## src/rtl/obi_rr_arbiter.sv

```systemverilog
// N-master to 1-slave OBI arbiter: round-robin grant with address-phase lock,
// and an in-order master-ID FIFO that routes each response to its issuer.
module obi_rr_arbiter #(
  parameter int NUM_MASTERS     = 2,
  parameter int ADDR_W          = 32,
  parameter int DATA_W          = 32,
  parameter int MAX_OUTSTANDING = 2
) (
  input  logic                              clk,
  input  logic                              rst,
  input  logic [NUM_MASTERS-1:0]            m_req,
  input  logic [NUM_MASTERS-1:0]            m_we,
  input  logic [NUM_MASTERS*(DATA_W/8)-1:0] m_be,
  input  logic [NUM_MASTERS*ADDR_W-1:0]     m_addr,
  input  logic [NUM_MASTERS*DATA_W-1:0]     m_wdata,
  output logic [NUM_MASTERS-1:0]            m_gnt,
  output logic [NUM_MASTERS-1:0]            m_rvalid,
  output logic [DATA_W-1:0]                 m_rdata,
  output logic                              s_req,
  output logic                              s_we,
  output logic [DATA_W/8-1:0]               s_be,
  output logic [ADDR_W-1:0]                 s_addr,
  output logic [DATA_W-1:0]                 s_wdata,
  input  logic                              s_gnt,
  input  logic                              s_rvalid,
  input  logic [DATA_W-1:0]                 s_rdata,
  output logic                              err
);

  localparam int BE_W  = DATA_W / 8;
  localparam int IDX_W = (NUM_MASTERS > 1) ? $clog2(NUM_MASTERS) : 1;
  localparam int PTR_W = (MAX_OUTSTANDING > 1) ? $clog2(MAX_OUTSTANDING) : 1;
  localparam int CNT_W = $clog2(MAX_OUTSTANDING) + 1;
  localparam logic [CNT_W-1:0] FULL_CNT = CNT_W'(MAX_OUTSTANDING);

  logic [IDX_W-1:0] rr_ptr_q, rr_ptr_d;
  logic             lock_q, lock_d;
  logic [IDX_W-1:0] lock_id_q, lock_id_d;
  logic [IDX_W-1:0] id_mem_q [MAX_OUTSTANDING];
  logic [PTR_W-1:0] wr_ptr_q, rd_ptr_q;
  logic [CNT_W-1:0] count_q;
  logic             err_q;

  logic [IDX_W-1:0] rr_sel, sel, head_id;
  logic             fifo_full, fifo_empty;
  logic             hs, push, pop;

  // First requester at or after ptr, wrapping modulo NUM_MASTERS.
  function automatic logic [IDX_W-1:0] rr_pick(input logic [NUM_MASTERS-1:0] req,
                                               input logic [IDX_W-1:0]       ptr);
    logic [IDX_W-1:0] pick;
    int               idx;
    pick = ptr;
    for (int k = NUM_MASTERS - 1; k >= 0; k--) begin
      idx = int'(ptr) + k;
      if (idx >= NUM_MASTERS) idx = idx - NUM_MASTERS;
      if (req[idx]) pick = IDX_W'(idx);
    end
    return pick;
  endfunction

  function automatic logic [IDX_W-1:0] next_master(input logic [IDX_W-1:0] cur);
    if (int'(cur) == NUM_MASTERS - 1) return '0;
    return cur + 1'b1;
  endfunction

  function automatic logic [PTR_W-1:0] fifo_inc(input logic [PTR_W-1:0] p);
    if (MAX_OUTSTANDING == 1) return '0;
    return p + 1'b1;
  endfunction

  assign rr_sel     = rr_pick(m_req, rr_ptr_q);
  assign sel        = lock_q ? lock_id_q : rr_sel;
  assign fifo_full  = (count_q == FULL_CNT);
  assign fifo_empty = (count_q == '0);
  assign head_id    = id_mem_q[rd_ptr_q];

  // Full is judged on the registered count only, so rvalid never reaches s_req.
  assign s_req   = ~rst & m_req[sel] & ~fifo_full;
  assign s_we    = m_we[sel];
  assign s_be    = m_be[int'(sel)*BE_W +: BE_W];
  assign s_addr  = m_addr[int'(sel)*ADDR_W +: ADDR_W];
  assign s_wdata = m_wdata[int'(sel)*DATA_W +: DATA_W];

  assign hs      = s_req & s_gnt;
  assign push    = hs;
  assign pop     = s_rvalid & ~fifo_empty;
  assign m_rdata = s_rdata;
  assign err     = err_q;

  always_comb begin
    m_gnt = '0;
    if (hs) m_gnt[sel] = 1'b1;
  end

  always_comb begin
    m_rvalid = '0;
    if (pop) m_rvalid[head_id] = 1'b1;
  end

  always_comb begin
    rr_ptr_d  = rr_ptr_q;
    lock_d    = lock_q;
    lock_id_d = lock_id_q;
    if (hs) begin
      rr_ptr_d = next_master(sel);
      lock_d   = 1'b0;
    end else if (s_req) begin
      // Stalled address phase: pin the choice until the slave takes it.
      lock_d    = 1'b1;
      lock_id_d = sel;
    end
  end

  always_ff @(posedge clk or posedge rst) begin
    if (rst) begin
      rr_ptr_q  <= '0;
      lock_q    <= 1'b0;
      lock_id_q <= '0;
      wr_ptr_q  <= '0;
      rd_ptr_q  <= '0;
      count_q   <= '0;
      err_q     <= 1'b0;
    end else begin
      rr_ptr_q  <= rr_ptr_d;
      lock_q    <= lock_d;
      lock_id_q <= lock_id_d;
      if (push) wr_ptr_q <= fifo_inc(wr_ptr_q);
      if (pop)  rd_ptr_q <= fifo_inc(rd_ptr_q);
      if (push && !pop)      count_q <= count_q + CNT_W'(1);
      else if (pop && !push) count_q <= count_q - CNT_W'(1);
      if (s_rvalid && fifo_empty) err_q <= 1'b1;
    end
  end

  // ID storage is data only; validity is tracked by the pointers and count.
  always_ff @(posedge clk) begin
    if (push) id_mem_q[wr_ptr_q] <= sel;
  end

endmodule

```

## config.mk

```make
export PLATFORM = sky130hd
export DESIGN_NAME = obi_rr_arbiter
export DESIGN_NICKNAME = d
export VERILOG_FILES = /design/src/rtl/obi_rr_arbiter.sv
export SDC_FILE = /design/constraint.sdc
export NUM_CORES = 1
export LEC_CHECK = 0
export BUFFER_PORTS_ARGS = -buffer_cell sky130_fd_sc_hd__buf_2
export CORE_AREA = 8 8 104 106
export DETAILED_ROUTE_END_ITERATION = 10
export DIE_AREA = 0 0 112 114
export GPL_TIMING_DRIVEN = 0
export SYNTH_ARGS = -nofsm -noshare
export SYNTH_HDL_FRONTEND = slang
export SYNTH_SLANG_ARGS = --single-unit
```

## constraint.sdc

```tcl
create_clock -name clk -period 2.6 [get_ports clk]
set_clock_uncertainty 0.1 [all_clocks]
set_input_delay 0.13 -clock clk [delete_from_list [all_inputs] [get_ports clk]]
set_output_delay 0.13 -clock clk [all_outputs]
set_load 0.005 [all_outputs]
```

Word-level counts from Yosys, hierarchy flattened
Memories as Yosys holds them, arrays and structs flattened.
Cells that the tools add are included.
- register bits after elaboration: 8
- bits in writable memories: 2
- bits of input ports: 176
- output and inout port bits: 107
- word-level logic and storage cells: 78
- memories: 1
- add/subtract/negate cells: 8
- magnitude comparators: 8
- equality and inequality tests: 1
- shift operators: 3
- mux-type cells: 31
- bitwise logic cells: 8
- reduce and logical (&&, ||, !) cells: 11
- memories (memory ; words ; width ; read ports ; clocked after memory_dff ; wr ports ; line ; source):
    id_mem_q ; 2 ; 1 ; 1 ; 0 ; 1 ; 39 ; logic [IDX_W-1:0] id_mem_q [MAX_OUTSTANDING];
- operator list (kind ; number):
    $shiftx 64x7->32 ; 2
    $lt 32x3->1 const B ; 2
    $mux 32 ; 2
    $mux 1 ; 23
    $mux 2 ; 4
    $shiftx 8x4->4 ; 1
    $logic_and 1x1->1 ; 5
    $and 1x1->1 ; 4
    $lt 1x2->1 const B ; 2
    $not 1->1 ; 4
    $reduce_bool 2->1 ; 2
    $add 1x1->1 const B ; 3
    $sub 1x2->3 const B ; 1
    $sub 2x2->3 const B ; 1
    $add 1x1->2 const B ; 1
    $add 2x1->2 const B ; 1
    $demux 1 s1 ; 2
    $eq 2x2->1 const B ; 1
    $ge 1x1->1 const B ; 2
    $ge 1x2->1 const B ; 1
    $ge 2x2->1 const B ; 1
    $logic_not 1->1 ; 2
    $logic_not 2->1 ; 1
    $reduce_and 2->1 ; 1
    $sub 2x1->2 const B ; 1

Logic depth before layout (Yosys ltp)
- word-level depth: 18
- depth in mapped cells: 8
- depth with buffers taken out: 8

Least setup slack after synthesis
Ideal clock, no wire load.
- path type: register to register
- from: reg count_q[1]
- to: reg count_q[1]
- library setup time: 125 ps
- arrival time: 1445 ps
- data required time: 2375 ps
- setup slack: 930 ps
- stages on the path, launching flop included: 9
- path buffers: 0
- period minus slack after synthesis: 1670 ps
- cells stage by stage: dfrtp_1 > nor2b_1 > nor3b_2 > nand2_1 > inv_1 > ha_1 > xor2_1 > nor2_1 > xor2_1
- longest elaborated chain between the ends: 7
- elaborated cells on any way between the ends: 16
- classes of those cells: add/sub: 2; eq/ne: 1; mux: 2; bitwise: 5; reduce/logical: 6
- ends and longest elaborated chain (element ; line ; source):
    from (decl) ; 41 ; logic [CNT_W-1:0] count_q;
    from (signal assigned) ; 130 ; if (push && !pop) count_q <= count_q + CNT_W'(1);
    from (signal assigned) ; 131 ; else if (pop && !push) count_q <= count_q - CNT_W'(1);
    $eq 2x2->1 * ; 74 ; assign fifo_full = (count_q == FULL_CNT);
    $not 1->1 * ; 79 ; assign s_req = ~rst & m_req[sel] & ~fifo_full;
    $and 1x1->1 * ; 79 ;
    $and 1x1->1 * ; 85 ; assign hs = s_req & s_gnt;
    net hs ; 46 ; logic hs, push, pop;
    $logic_not 1->1 ; 131 ;
    $logic_and 1x1->1 ; 131 ;
    $reduce_bool 2->1 (no source line) ; n/a ;
Mark *: on every way through the listed nets, which the timed path passes. The rest lies on a longest branch. The select of a mux whose other input is x is not followed.
A chain may end at the register's enable or synchronous reset.

Worst setup path after layout
- from: reg rr_ptr_q
- to: out s_wdata[8]
- longest elaborated chain between the ends: 10
- elaborated cells on any way between the ends: 17
- classes of those cells: add/sub: 3; order compare: 2; shift: 1; mux: 11
- ends and longest elaborated chain (element ; line ; source):
    from (decl) ; 36 ; logic [IDX_W-1:0] rr_ptr_q, rr_ptr_d;
    from (signal assigned) ; 125 ; rr_ptr_q <= rr_ptr_d;
    $add 1x1->2 ; 55 ; idx = int'(ptr) + k;
    $sub 2x2->3 or $ge 2x2->1 (tied branches) ; 56 ; if (idx >= NUM_MASTERS) idx = idx - NUM_MASTERS;
    $mux 32 ; 56 ;
    $mux 1 (implied by the code) (3 in a row) ; 57 ; if (req[idx]) pick = IDX_W'(idx);
    $mux 1 ; 57 ;
    $mux 1 * ; 57 ;
    $mux 1 * ; 73 ; assign sel = lock_q ? lock_id_q : rr_sel;
    $shiftx 64x7->32 * ; 83 ; assign s_wdata = m_wdata[int'(sel)*DATA_W +: DATA_W];
    to (decl) ; 23 ; output logic [DATA_W-1:0] s_wdata,
Mark *: on every way between the ends. The rest lies on a longest branch, timed or not. The select of a mux whose other input is x is not followed.

==> metrics.md <==
| Metric | Value |
|---|---|
| Final hold viol count | 0 |
| Top_reg_cell synth | dfrtp_1 |
| Fraction of layout cells with a size suffix above 1 | slightly below 90% |
| Post-CTS sizing | 0 |
| Total track usage | 13.3% |
| Hold Path Sink | err |
| # IOs | between 200 and 300 |
| Synth top cells by count | mux2_4, buf_4, dfrtp_1, nor2_1, buf_12 |
| CTS Buf Count | 3 |
| EDFF count, synth | 2 |
| Fin crit period | about 2000 ps |
| Routed Antenna Nets | 0 |
| Setup crit start | rr_ptr_q |
| Critical path class | register to primary output |
| First DRT Iteration DRCs | 89 |
| Hold path depth | 2 |
| Setup crit end kind | primary output |
| WHS | 24.3 ps |
| Root buffer cell | clkbuf_8 |
| Drt pass-1 iters | 4 |
| WL/cell | 17.8 microns |
| Async SR Flop Fraction | 80.0% |
| Power Dens Cells | 897 nW/um^2 |
| Hold Startpoint | s_rvalid |
| Worst VDD drop | 0.512 mV |
| Library cells used by synthesis | 28 |
| Number of diodes | 0 |
| CTS tree | yes |
| Clock Latency Late Sink | between 200 and 250 ps |
| H-tree levels | 1 |
| Grt ovf | 0 |
| Via count | 2158 |
| CTS Sinks | 10 |
| WP data arrival | between 1500 and 2000 ps |
| Layout area overhead | 74.7% |
| MaxCap Viol Count | 0 |
| Tightest Pin Transition | between 500 and 600 ps |
| CP top delay family | buffers and inverters |
| Avg Inst Size Synth | 11.9 sq um |
| Area share of the largest cell type after synthesis | 51.7% |
| Gate Count Post-Synth | approximately 160 |
| Fmax | roughly 0.5 GHz |
| Sum of negative setup slack | 0 ps |
| Post-synth top area cell | mux2_4 |
| Pins Over Slew Limit | 0 |
| Largest net degree at the start of global routing | 11 |
| DRC Markers | 0 |
| Rel. slew slack | 65.8% |
| Die W | 112 microns |
| Startpoint Class | register |
| Clk slew on worst S/H paths | ~40 ps |
| Sequential area share after synthesis | between 10% and 20% |
| R2R Path Start | count_q[1] |
| Die area | about 13000 sq um |
| WP data required | roughly 2400 ps |
| Worst r2r path cells | 8 |
| Post-Route WL | approximately 9400 microns |
| Clock Path Buffers | 2 |
| Routability cong. | a little under 0.9 |
| Slowest stage delay, CP | 410 ps |
| Synth Cell Area | 1950 sq um |
| First-pass GRT wire length | 13700 microns |
| Most numerous cell in the Yosys netlist | mux2_4 |
| Pleak | slightly above 2 nW |
| Die Span Y | between 100 and 150 microns |
| Buf/Inv on CP | 3 |
| Vias in the first global route | 2337 |
| Rows | 35 |
| Final Non-Filler Cells | 530 |
| Final setup fails | 0 |
| Initial antenna violation count | 0 |
| Cell chain of the critical path | nor2_1 -> o31a_1 -> buf_6 -> buf_8 -> mux2_4 -> buf_2 |
| Initial core utilization | 21.4% |
| Synth area leaders | mux2_4, buf_4, dfrtp_1 |
| Final period util | around 79% |
| PortBufs | 250 |
| CP max FO | 10 |
| Core Region | 9110 sq um |
| Run status | finished clean |
| Dpl cells | 525 |
| Reg2reg setup slack | roughly 740 ps |
| Average vias per placed instance | ~4.1 |
| Final nets | roughly 600 |
| YS warnings | 0 |
| DP Wirelength | between 8000 and 9000 microns |
| Seq cells post-synth | 10 |
| Min-Delay Path Class | primary input to register |
| Worst reg2reg path endpoint | count_q[1] |
| RSZ-0062 raised after global routing | false |
| Post-Syn Nets | ~340 |
| Slowest stage cell, crit path | dfrtp_1 |
==> registers in the layout (all words and copies together) (netlist names) <==
register,count
count_q,2
id_mem_q,2
err,1
lock_id_q,1
lock_q,1
rd_ptr_q,1
rr_ptr_q,1
wr_ptr_q,1
==> cell type report <==
type | count | area [sq um]
buffer | 40 | 387
clock buffer | 4 | 55.1
multi-input combinational | 109 | 1280
tap | 111 | 139
sequential | 10 | 260
fill | 907 | 5710
inverter | 5 | 18.8
timing repair buffer | 251 | 1260
==> worst max path at each step <==
stage            endpoint  cells past startpoint
3_5_place_dp   count_q[1]                      8
3_3_place_gp   count_q[1]                      8
2_1_floorplan  count_q[1]                      8
4_1_cts        s_addr[16]                      6
6_report       s_wdata[8]                      6
5_1_grt        s_addr[16]                      6
==> per-stage QoR <==
stage	setup slack [ps]	utilization, %	cell area [sq um]	power (mW)
after floorplan	930	-	1950	2.08
after global routing	420	37.3	3400	3.25
final	553	37.3	3400	3.05
after detailed placement	743	36.6	3340	2.88
after global placement	779	36.6	3340	2.86
after CTS	511	37.3	3400	3.09
==> power by group <==
part	leakage, nW	internal (mW)	total (mW)	switching [mW]
sequential	0.104	0.225	0.287	0.0617
combinational	1.88	1.57	2.57	1.00
clock	0.0288	0.133	0.193	0.0603
==> timing repair <==
item,CTS,global route
buffers inserted,0,0
hold buffers,1,0
hold endpoints to repair,8,0
==> per-layer routing <==
layer / up-vias / part of all wire (%) / GRT usage, %
met5: - / 0 / 0
met4: 0 / 0.95 / 2.61
met3: 13 / 8.1 / 3.38
met2: 125 / 54 / 25.7
met1: 962 / 37 / 14.1
li1: 1058 / - / -
==> cells by family after synthesis <==
| kind of cell | Yosys count | share of synthesized area, % |
|---|---|---|
| xor gates and xnor gates | 5 | 2.25 |
| DFF | 10 | 13.4 |
| buffers and inverters | 45 | 20.8 |
| muxes | 71 | 53.9 |
| and+or+nand+nor | 19 | 5.08 |
| adders and majority gates | 1 | 0.643 |
| AOI/OAI and AO/OA | 13 | 3.98 |
==> cell usage in the layout (no fill, tap or decap), drive strengths merged <==
cell / count
a21o: 1
o2bb2ai: 1
o31a: 1
or2: 1
xor2: 2
o21ai: 5
xnor2: 3
inv: 5
ha: 1
nor2: 7
mux2: 69
clkbuf: 4
dlygate4sd3: 1
dfrtp: 8
buf: 290
a21oi: 4
nor2b: 3
mux2i: 2
and3: 2
edfxtp: 2
nor3: 1
nor3b: 1
a211oi: 1
nand2: 3
or3: 1
Note: power is estimated with default switching activity, not from simulation.
